===== config.mk =====
export PLATFORM = sky130hd
export DESIGN_NAME = hashmap_update
export DESIGN_NICKNAME = d
export VERILOG_FILES = /design/src/rtl/hashmap_pkg.sv /design/src/rtl/hashmap_fwd_window.sv /design/src/rtl/hashmap_update.sv
export SDC_FILE = /design/constraint.sdc
export NUM_CORES = 1
export LEC_CHECK = 0
export ABC_AREA = 1
export BUFFER_PORTS_ARGS = -buffer_cell sky130_fd_sc_hd__buf_2
export CAP_MARGIN = 20
export CELL_PAD_IN_SITES_DETAIL_PLACEMENT = 0
export CELL_PAD_IN_SITES_GLOBAL_PLACEMENT = 1
export CORE_MARGIN = 2
export CORE_UTILIZATION = 37
export DETAILED_ROUTE_END_ITERATION = 10
export PLACE_DENSITY_LB_ADDON = 0.1
export SLEW_MARGIN = 20
export SYNTH_ARGS = -nofsm -noshare
export SYNTH_HDL_FRONTEND = slang
export SYNTH_SLANG_ARGS = --single-unit

===== constraint.sdc =====
create_clock -name clk -period 2.92 [get_ports clk]
set_clock_uncertainty 0.1 [all_clocks]
set_input_delay 0.584 -clock clk [delete_from_list [all_inputs] [get_ports clk]]
set_output_delay 0.584 -clock clk [all_outputs]
set_load 0.03 [all_outputs]

===== src/rtl/hashmap_pkg.sv =====
// Shared types and entry-layout helpers for the hashmap update stage.
// Entry layout, MSB to LSB: {occupied, key, value}.
package hashmap_pkg;

  typedef enum logic [1:0] {
    INSERT    = 2'd0,
    HIT       = 2'd1,
    COLLISION = 2'd2
  } status_t;

  function automatic int entry_width(input int key_w, input int value_w);
    return 1 + key_w + value_w;
  endfunction

  // Field positions used to pack and unpack an entry.
  function automatic int occ_bit(input int key_w, input int value_w);
    return key_w + value_w;
  endfunction

  function automatic int key_lsb(input int value_w);
    return value_w;
  endfunction

  function automatic int value_lsb();
    return 0;
  endfunction

endpackage


===== src/rtl/hashmap_fwd_window.sv =====
// History of the last DEPTH issued bucket writes with a youngest-match lookup,
// covering writes the RAM read pipeline cannot yet observe.
module hashmap_fwd_window #(
  parameter int DEPTH       = 2,
  parameter int ADDR_WIDTH  = 10,
  parameter int ENTRY_WIDTH = 49
) (
  input  logic                   clk,
  input  logic                   rst_n,
  input  logic                   push_valid,
  input  logic [ADDR_WIDTH-1:0]  push_addr,
  input  logic [ENTRY_WIDTH-1:0] push_entry,
  input  logic [ADDR_WIDTH-1:0]  lookup_addr,
  output logic                   lookup_hit,
  output logic [ENTRY_WIDTH-1:0] lookup_entry
);

  logic [DEPTH-1:0]       valid_q, valid_d;
  logic [ADDR_WIDTH-1:0]  addr_q  [DEPTH];
  logic [ADDR_WIDTH-1:0]  addr_d  [DEPTH];
  logic [ENTRY_WIDTH-1:0] entry_q [DEPTH];
  logic [ENTRY_WIDTH-1:0] entry_d [DEPTH];

  // Slot 0 is the youngest write; every cycle shifts, bubbles push invalid slots.
  always_comb begin
    // NOTE: combinational blocks use blocking '=' and assign every output first, so no latch is inferred.
    valid_d[0] = push_valid;
    addr_d[0]  = push_addr;
    entry_d[0] = push_entry;
    for (int i = 1; i < DEPTH; i++) begin
      valid_d[i] = valid_q[i-1];
      addr_d[i]  = addr_q[i-1];
      entry_d[i] = entry_q[i-1];
    end
  end

  // NOTE: sequential blocks use non-blocking '<=' so all flops update from pre-edge values.
  always_ff @(posedge clk or negedge rst_n) begin
    if (!rst_n) valid_q <= '0;
    else        valid_q <= valid_d;
  end

  // NOTE: payload storage is deliberately not reset; the valid bits alone qualify it.
  always_ff @(posedge clk) begin
    addr_q  <= addr_d;
    entry_q <= entry_d;
  end

  // Scan oldest to youngest so the youngest match overwrites older ones.
  always_comb begin
    lookup_hit   = 1'b0;
    lookup_entry = '0;
    for (int i = DEPTH - 1; i >= 0; i--) begin
      if (valid_q[i] && (addr_q[i] == lookup_addr)) begin
        lookup_hit   = 1'b1;
        lookup_entry = entry_q[i];
      end
    end
  end

endmodule


===== src/rtl/hashmap_update.sv =====
// Read-modify-write bucket stage turning pre-hashed keys into occurrence counts.
// Optional statistics counters are enabled by defining HASHMAP_UPDATE_STATS_EN.
module hashmap_update
  import hashmap_pkg::*;
#(
  parameter int ADDR_WIDTH  = 10,
  parameter int KEY_WIDTH   = 32,
  parameter int VALUE_WIDTH = 16,
  parameter int NUM_PIPES   = 0
) (
  input  logic                                          clk,
  input  logic                                          rst_n,
  input  logic                                          in_valid,
  input  logic [KEY_WIDTH-1:0]                          in_key,
  input  logic [ADDR_WIDTH-1:0]                         in_addr,
  output logic [ADDR_WIDTH-1:0]                         ram_read_addr,
  input  logic [entry_width(KEY_WIDTH, VALUE_WIDTH)-1:0] ram_read_val,
  output logic                                          ram_write_en,
  output logic [ADDR_WIDTH-1:0]                         ram_write_addr,
  output logic [entry_width(KEY_WIDTH, VALUE_WIDTH)-1:0] ram_write_val,
  output logic                                          out_valid,
  output logic [KEY_WIDTH-1:0]                          out_key,
  output logic [VALUE_WIDTH-1:0]                        out_value,
  output logic [1:0]                                    out_status
`ifdef HASHMAP_UPDATE_STATS_EN
  ,
  output logic [31:0]                                   stat_inserts,
  output logic [31:0]                                   stat_hits,
  output logic [31:0]                                   stat_collisions
`endif
);

  localparam int L       = NUM_PIPES + 1;
  localparam int E       = entry_width(KEY_WIDTH, VALUE_WIDTH);
  localparam int OCC_BIT = occ_bit(KEY_WIDTH, VALUE_WIDTH);
  localparam int KEY_LSB = key_lsb(VALUE_WIDTH);
  localparam int VAL_LSB = value_lsb();
  localparam logic [VALUE_WIDTH-1:0] VALUE_ONE = VALUE_WIDTH'(1);
  localparam logic [VALUE_WIDTH-1:0] VALUE_MAX = '1;

  logic [L-1:0]          req_valid_q, req_valid_d;
  logic [KEY_WIDTH-1:0]  req_key_q  [L];
  logic [KEY_WIDTH-1:0]  req_key_d  [L];
  logic [ADDR_WIDTH-1:0] req_addr_q [L];
  logic [ADDR_WIDTH-1:0] req_addr_d [L];

  logic                   c_valid;
  logic [KEY_WIDTH-1:0]   c_key;
  logic [ADDR_WIDTH-1:0]  c_addr;
  logic                   fwd_hit;
  logic [E-1:0]           fwd_entry, cur_entry, new_entry;
  logic [VALUE_WIDTH-1:0] cur_value, value_c;
  status_t                status_c;
  logic                   write_c;

  logic                   out_valid_q, out_valid_d;
  logic [KEY_WIDTH-1:0]   out_key_q, out_key_d;
  logic [VALUE_WIDTH-1:0] out_value_q, out_value_d;
  status_t                out_status_q, out_status_d;
  logic                   ram_write_en_q, ram_write_en_d;
  logic [ADDR_WIDTH-1:0]  ram_write_addr_q, ram_write_addr_d;
  logic [E-1:0]           ram_write_val_q, ram_write_val_d;

  assign ram_read_addr = in_addr;

  // Request pipeline depth matches the RAM read latency.
  always_comb begin
    req_valid_d[0] = in_valid;
    req_key_d[0]   = in_key;
    req_addr_d[0]  = in_addr;
    for (int i = 1; i < L; i++) begin
      req_valid_d[i] = req_valid_q[i-1];
      req_key_d[i]   = req_key_q[i-1];
      req_addr_d[i]  = req_addr_q[i-1];
    end
  end

  always_ff @(posedge clk or negedge rst_n) begin
    if (!rst_n) req_valid_q <= '0;
    else        req_valid_q <= req_valid_d;
  end

  always_ff @(posedge clk) begin
    req_key_q  <= req_key_d;
    req_addr_q <= req_addr_d;
  end

  assign c_valid = req_valid_q[L-1];
  assign c_key   = req_key_q[L-1];
  assign c_addr  = req_addr_q[L-1];

  // Window slot 0 mirrors the write currently on the RAM port.
  hashmap_fwd_window #(
    .DEPTH       (L + 1),
    .ADDR_WIDTH  (ADDR_WIDTH),
    .ENTRY_WIDTH (E)
  ) u_fwd_window (
    .clk          (clk),
    .rst_n        (rst_n),
    .push_valid   (write_c),
    .push_addr    (c_addr),
    .push_entry   (new_entry),
    .lookup_addr  (c_addr),
    .lookup_hit   (fwd_hit),
    .lookup_entry (fwd_entry)
  );

  always_comb begin
    cur_entry = fwd_hit ? fwd_entry : ram_read_val;
    cur_value = cur_entry[VAL_LSB +: VALUE_WIDTH];
    status_c  = INSERT;
    value_c   = VALUE_ONE;
    if (cur_entry[OCC_BIT]) begin
      if (cur_entry[OCC_BIT-1:KEY_LSB] == c_key) begin
        status_c = HIT;
        value_c  = (cur_value == VALUE_MAX) ? cur_value : cur_value + VALUE_ONE;
      end else begin
        status_c = COLLISION;
        value_c  = cur_value;
      end
    end
    write_c   = c_valid && (status_c != COLLISION);
    new_entry = {1'b1, c_key, value_c};

    out_valid_d      = c_valid;
    out_key_d        = c_valid ? c_key    : out_key_q;
    out_value_d      = c_valid ? value_c  : out_value_q;
    out_status_d     = c_valid ? status_c : out_status_q;
    ram_write_en_d   = write_c;
    ram_write_addr_d = write_c ? c_addr    : ram_write_addr_q;
    ram_write_val_d  = write_c ? new_entry : ram_write_val_q;
  end

  always_ff @(posedge clk or negedge rst_n) begin
    if (!rst_n) begin
      out_valid_q      <= 1'b0;
      out_key_q        <= '0;
      out_value_q      <= '0;
      out_status_q     <= INSERT;
      ram_write_en_q   <= 1'b0;
      ram_write_addr_q <= '0;
      ram_write_val_q  <= '0;
    end else begin
      out_valid_q      <= out_valid_d;
      out_key_q        <= out_key_d;
      out_value_q      <= out_value_d;
      out_status_q     <= out_status_d;
      ram_write_en_q   <= ram_write_en_d;
      ram_write_addr_q <= ram_write_addr_d;
      ram_write_val_q  <= ram_write_val_d;
    end
  end

  assign out_valid      = out_valid_q;
  assign out_key        = out_key_q;
  assign out_value      = out_value_q;
  assign out_status     = out_status_q;
  assign ram_write_en   = ram_write_en_q;
  assign ram_write_addr = ram_write_addr_q;
  assign ram_write_val  = ram_write_val_q;

`ifdef HASHMAP_UPDATE_STATS_EN
  logic [31:0] stat_inserts_q, stat_inserts_d;
  logic [31:0] stat_hits_q, stat_hits_d;
  logic [31:0] stat_collisions_q, stat_collisions_d;

  // Counted on the cycle the result is presented; wraps naturally at 2^32.
  always_comb begin
    stat_inserts_d    = stat_inserts_q;
    stat_hits_d       = stat_hits_q;
    stat_collisions_d = stat_collisions_q;
    if (out_valid_q) begin
      case (out_status_q)
        INSERT:    stat_inserts_d    = stat_inserts_q + 32'd1;
        HIT:       stat_hits_d       = stat_hits_q + 32'd1;
        COLLISION: stat_collisions_d = stat_collisions_q + 32'd1;
        default:   ;
      endcase
    end
  end

  always_ff @(posedge clk or negedge rst_n) begin
    if (!rst_n) begin
      stat_inserts_q    <= '0;
      stat_hits_q       <= '0;
      stat_collisions_q <= '0;
    end else begin
      stat_inserts_q    <= stat_inserts_d;
      stat_hits_q       <= stat_hits_d;
      stat_collisions_q <= stat_collisions_d;
    end
  end

  assign stat_inserts    = stat_inserts_q;
  assign stat_hits       = stat_hits_q;
  assign stat_collisions = stat_collisions_q;
`endif

endmodule


==> results.yml <==
status:
  status: "finished with violations"
  violations: "negative setup slack"
critical_path:
  path_buf_inv: 7
  crit_chain: "inv_2, buf_4, nand2_1, nand4_1, nor2_1, nand2_2, nand2_8, buf_12, buf_8, or2_2, nand3_1, nand2_1, nor2_2, nand2_2, inv_1, nand2_2, nor2_4, nand2_4, nand2_4, nand2_8, buf_12, clkbuf_16, nand2_2, o21ai_2"
  cp_common_cell: "nand2_2"
  start_kind: "flop"
  crit_type: "flop to flop"
  critPathCaptureType: "flop"
  crit_family: "simple AND/OR/NAND/NOR gates"
  worstPathRequired_ns: 3.26
  cpPeakStageDelay_ns: 0.35
  cp_data_arrival_time_ns: 3.44
  cpMaxStageDelayCell: "dfxtp_4"
  critPathMaxFanout: 8
logic_synthesis:
  synth_area_leader_cell: "dfxtp_1"
  yosysSeqAreaShare_pct: 53.7
  synth_area_leaders: "dfxtp_1 28%, dfrtp_1 25%, nand2_1 17%"
  synth_nets: 1489
  synth.distinct_cells: 33
  synth_commonest_cells: "499 x nand2_1, 169 x nand3_1, 158 x dfxtp_1"
  synth_ff_type: "dfxtp_1"
  synth-seq-cells: 271
  synth.top_cell.area_share_pct: 28.4
  synth_edf_count: 0
  ys_async_sr_fraction_pct: 41.7
  ys_warn_count: 0
  syn_inst: 1394
  syn_area_per_cell_um2: 8.00
  synth_area_um2: 11200
  synth.most_common_cell: "nand2_1"
timing:
  fmax_ghz: 0.322
  hold_violations: 0
  worst_pin_slew_ns: 0.711
  grt_setup_unrepaired: "yes"
  setup_viol: 86
  slew_headroom_pct: 52.6
  fin_crit_ns: 3.10
  fin_crit_sh_pct: 106
  setup_ws_ns: -0.183
  slew_violations: 0
clock_tree:
  cts_buffers: 30
  root_buffer: "clkbuf_16"
  cts.sink_count: 271
  h-tree-depth: 1
  clk_path_buf_depth: 3
  path_clk_slew_ns: 0.07
  cts_tree: "done"
  insertion_delay_ns: 0.56
final_layout:
  seqCellArea_um2: 6030
  multiInputGateArea_um2: 5080
  syn_to_final_growth_pct: 46.6
  final_net_count: 1848
  final_cell_area_um2: 16400
  fill_cells: 2836
  drive_gt1_share_pct: 41.9
global_routing:
  grt_pass1_vias: 10088
  antenna_found_initial: 3
  grt_max_degree: 61
  grt_pass1_wl_mm: 56.2
  grt_overflow: 0
  grt.total_usage_pct: 23.0
floorplan:
  pin_count: 215
  dieArea_um2: 31600
  placementRows: 63
  start_util_pct: 37.6
  core_area_um2: 29600
  chipWidth_um: 178
  die_y_um: 178
detailed_routing:
  routed_via_density: 4.72
  drc: 0
  wl_per_cell_um: 17.2
  drt_pass1_iterations: 5
  num_vias: 10235
  first_iter_violations: 443
  drtAntennaViolNets: 0
  wirelength_mm: 37.2
hold_path:
  hp-class: "input port to flop"
place:
  place_area_um2: 13300
  dp_hpwl_mm: 23.7
  place_ws_ns: -0.291
  port-buffer-count: 214
  routabilityCongestion: 0.843
flow_run:
  cap_violations: 0
power:
  vdd_drop_max_mv: 0.464
  p_per_area_nw_per_um2: 585
  leakagePower_nw: 8.41
==> path summary, 6_finish.rpt <==
| kind | end | cells past startpoint | slack, ns | startpoint |
|---|---|---|---|---|
| worst min register to register | u_fwd_window.entry_q[8]$_DFF_P_ | 0 | 0.24 | u_fwd_window.entry_d[8]$_DFF_P_ |
| min in group asynchronous | ram_write_addr[3]$_DFFE_PN0P_ | 2 | 0.40 | rst_n |
| worst max register to register | ram_write_val[8]$_DFFE_PN0P_ | 24 | -0.18 | c_addr[4]$_DFF_P_ |
| worst max-delay path | ram_write_val[8]$_DFFE_PN0P_ | 24 | -0.18 | c_addr[4]$_DFF_P_ |
| worst min-delay path | c_key[12]$_DFF_P_ | 1 | 0.02 | in_key[12] |
| max in group asynchronous | out_key[3]$_DFFE_PN0P_ | 3 | 1.56 | rst_n |
==> through the flow <==
| stage | cells | TNS (ns) | util [%] | hold WS [ns] | total power [mW] |
|---|---|---|---|---|---|
| 2_1_floorplan | 1394 | 0 | - | 0.188 | 4.99 |
| 3_3_place_gp | 2051 | -20.91 | 44.9 | 0.225 | 5.48 |
| 3_5_place_dp | 2051 | -20.98 | 44.9 | 0.229 | 5.49 |
| 4_1_cts | 2143 | -11.66 | 51.9 | 0.000478 | 9.54 |
| 5_1_grt | 2168 | -30.17 | 55.2 | 0.000232 | 9.98 |
| 6_report | 2168 | -10.67 | 55.2 | 0.0201 | 9.57 |
==> logic make-up (layout without fill, tap and decap cells) <==
group | after synthesis | after routing | share of synthesized area [%]
compound gates | 118 | 118 | 6.70
xor+xnor | 5 | 5 | 0.393
fa+ha+maj | 1 | 1 | 0.112
buf+inv | 221 | 604 | 9.44
flops | 271 | 271 | 53.7
other cells | 0 | 1 | 0
simple gates | 778 | 778 | 29.7
==> where the power goes <==
| part | internal [mW] | leakage, nW | switching, mW |
|---|---|---|---|
| clock network | 2.34 | 0.512 | 1.56 |
| logic | 0.554 | 5.16 | 0.939 |
| registers | 3.99 | 2.74 | 0.182 |
==> registers in the layout, summed over array words and instances (netlist names), 2 cells and up <==
signal / cells
c_addr: 10
c_key: 32
out_key: 32
out_status: 2
out_value: 16
ram_write_addr: 10
ram_write_val: 49
u_fwd_window.addr_d: 10
u_fwd_window.addr_q: 10
u_fwd_window.entry_d: 48
u_fwd_window.entry_q: 48
u_fwd_window.valid_q: 2
==> area by class of cell <==
cell class	instances	share of cell area (%)
sequential	271	36.8
timing repair buffer	389	19.1
clock inverter	8	0.643
antenna	1	0.0153
multi-input combinational	902	31.1
clock buffer	48	5.68
inverter	159	3.70
tap	390	2.98
==> per-layer routing <==
metal | up-vias | wire [µm] | part of all wire [%] | global-route usage (%)
met5 | - | 28 | 0.075 | 0
met4 | 4 | 777 | 2.1 | 5.33
met3 | 50 | 1860 | 5.0 | 4.03
met2 | 261 | 17700 | 48 | 39.1
met1 | 4835 | 16800 | 45 | 30.5
li1 | 5085 | - | - | -
==> placed cells by master, fill, tap and decap left out, types with 25 or more instances in the layout <==
cell type / synthesis / layout
nand2_2: 6 / 115
clkbuf_16: 0 / 37
dfrtp_1: 113 / 112
nor2_1: 57 / 37
dfxtp_1: 158 / 141
buf_4: 19 / 118
nand2_1: 499 / 364
o21ai_2: 40 / 49
nand3_2: 1 / 33
nand3_1: 169 / 124
buf_2: 14 / 213
nand2_4: 1 / 25
o21ai_0: 34 / 33
inv_1: 151 / 145
==> what timing repair did <==
item,4_1_cts,5_1_grt
endpoints found under the setup margin,94,94
pin swaps,22,59
cloned,13,7
hold endpoints to repair,25,1
hold buffers,2,1
gates resized for setup,150,187
buffers inserted,24,17
(Power assumes the default switching activity.)
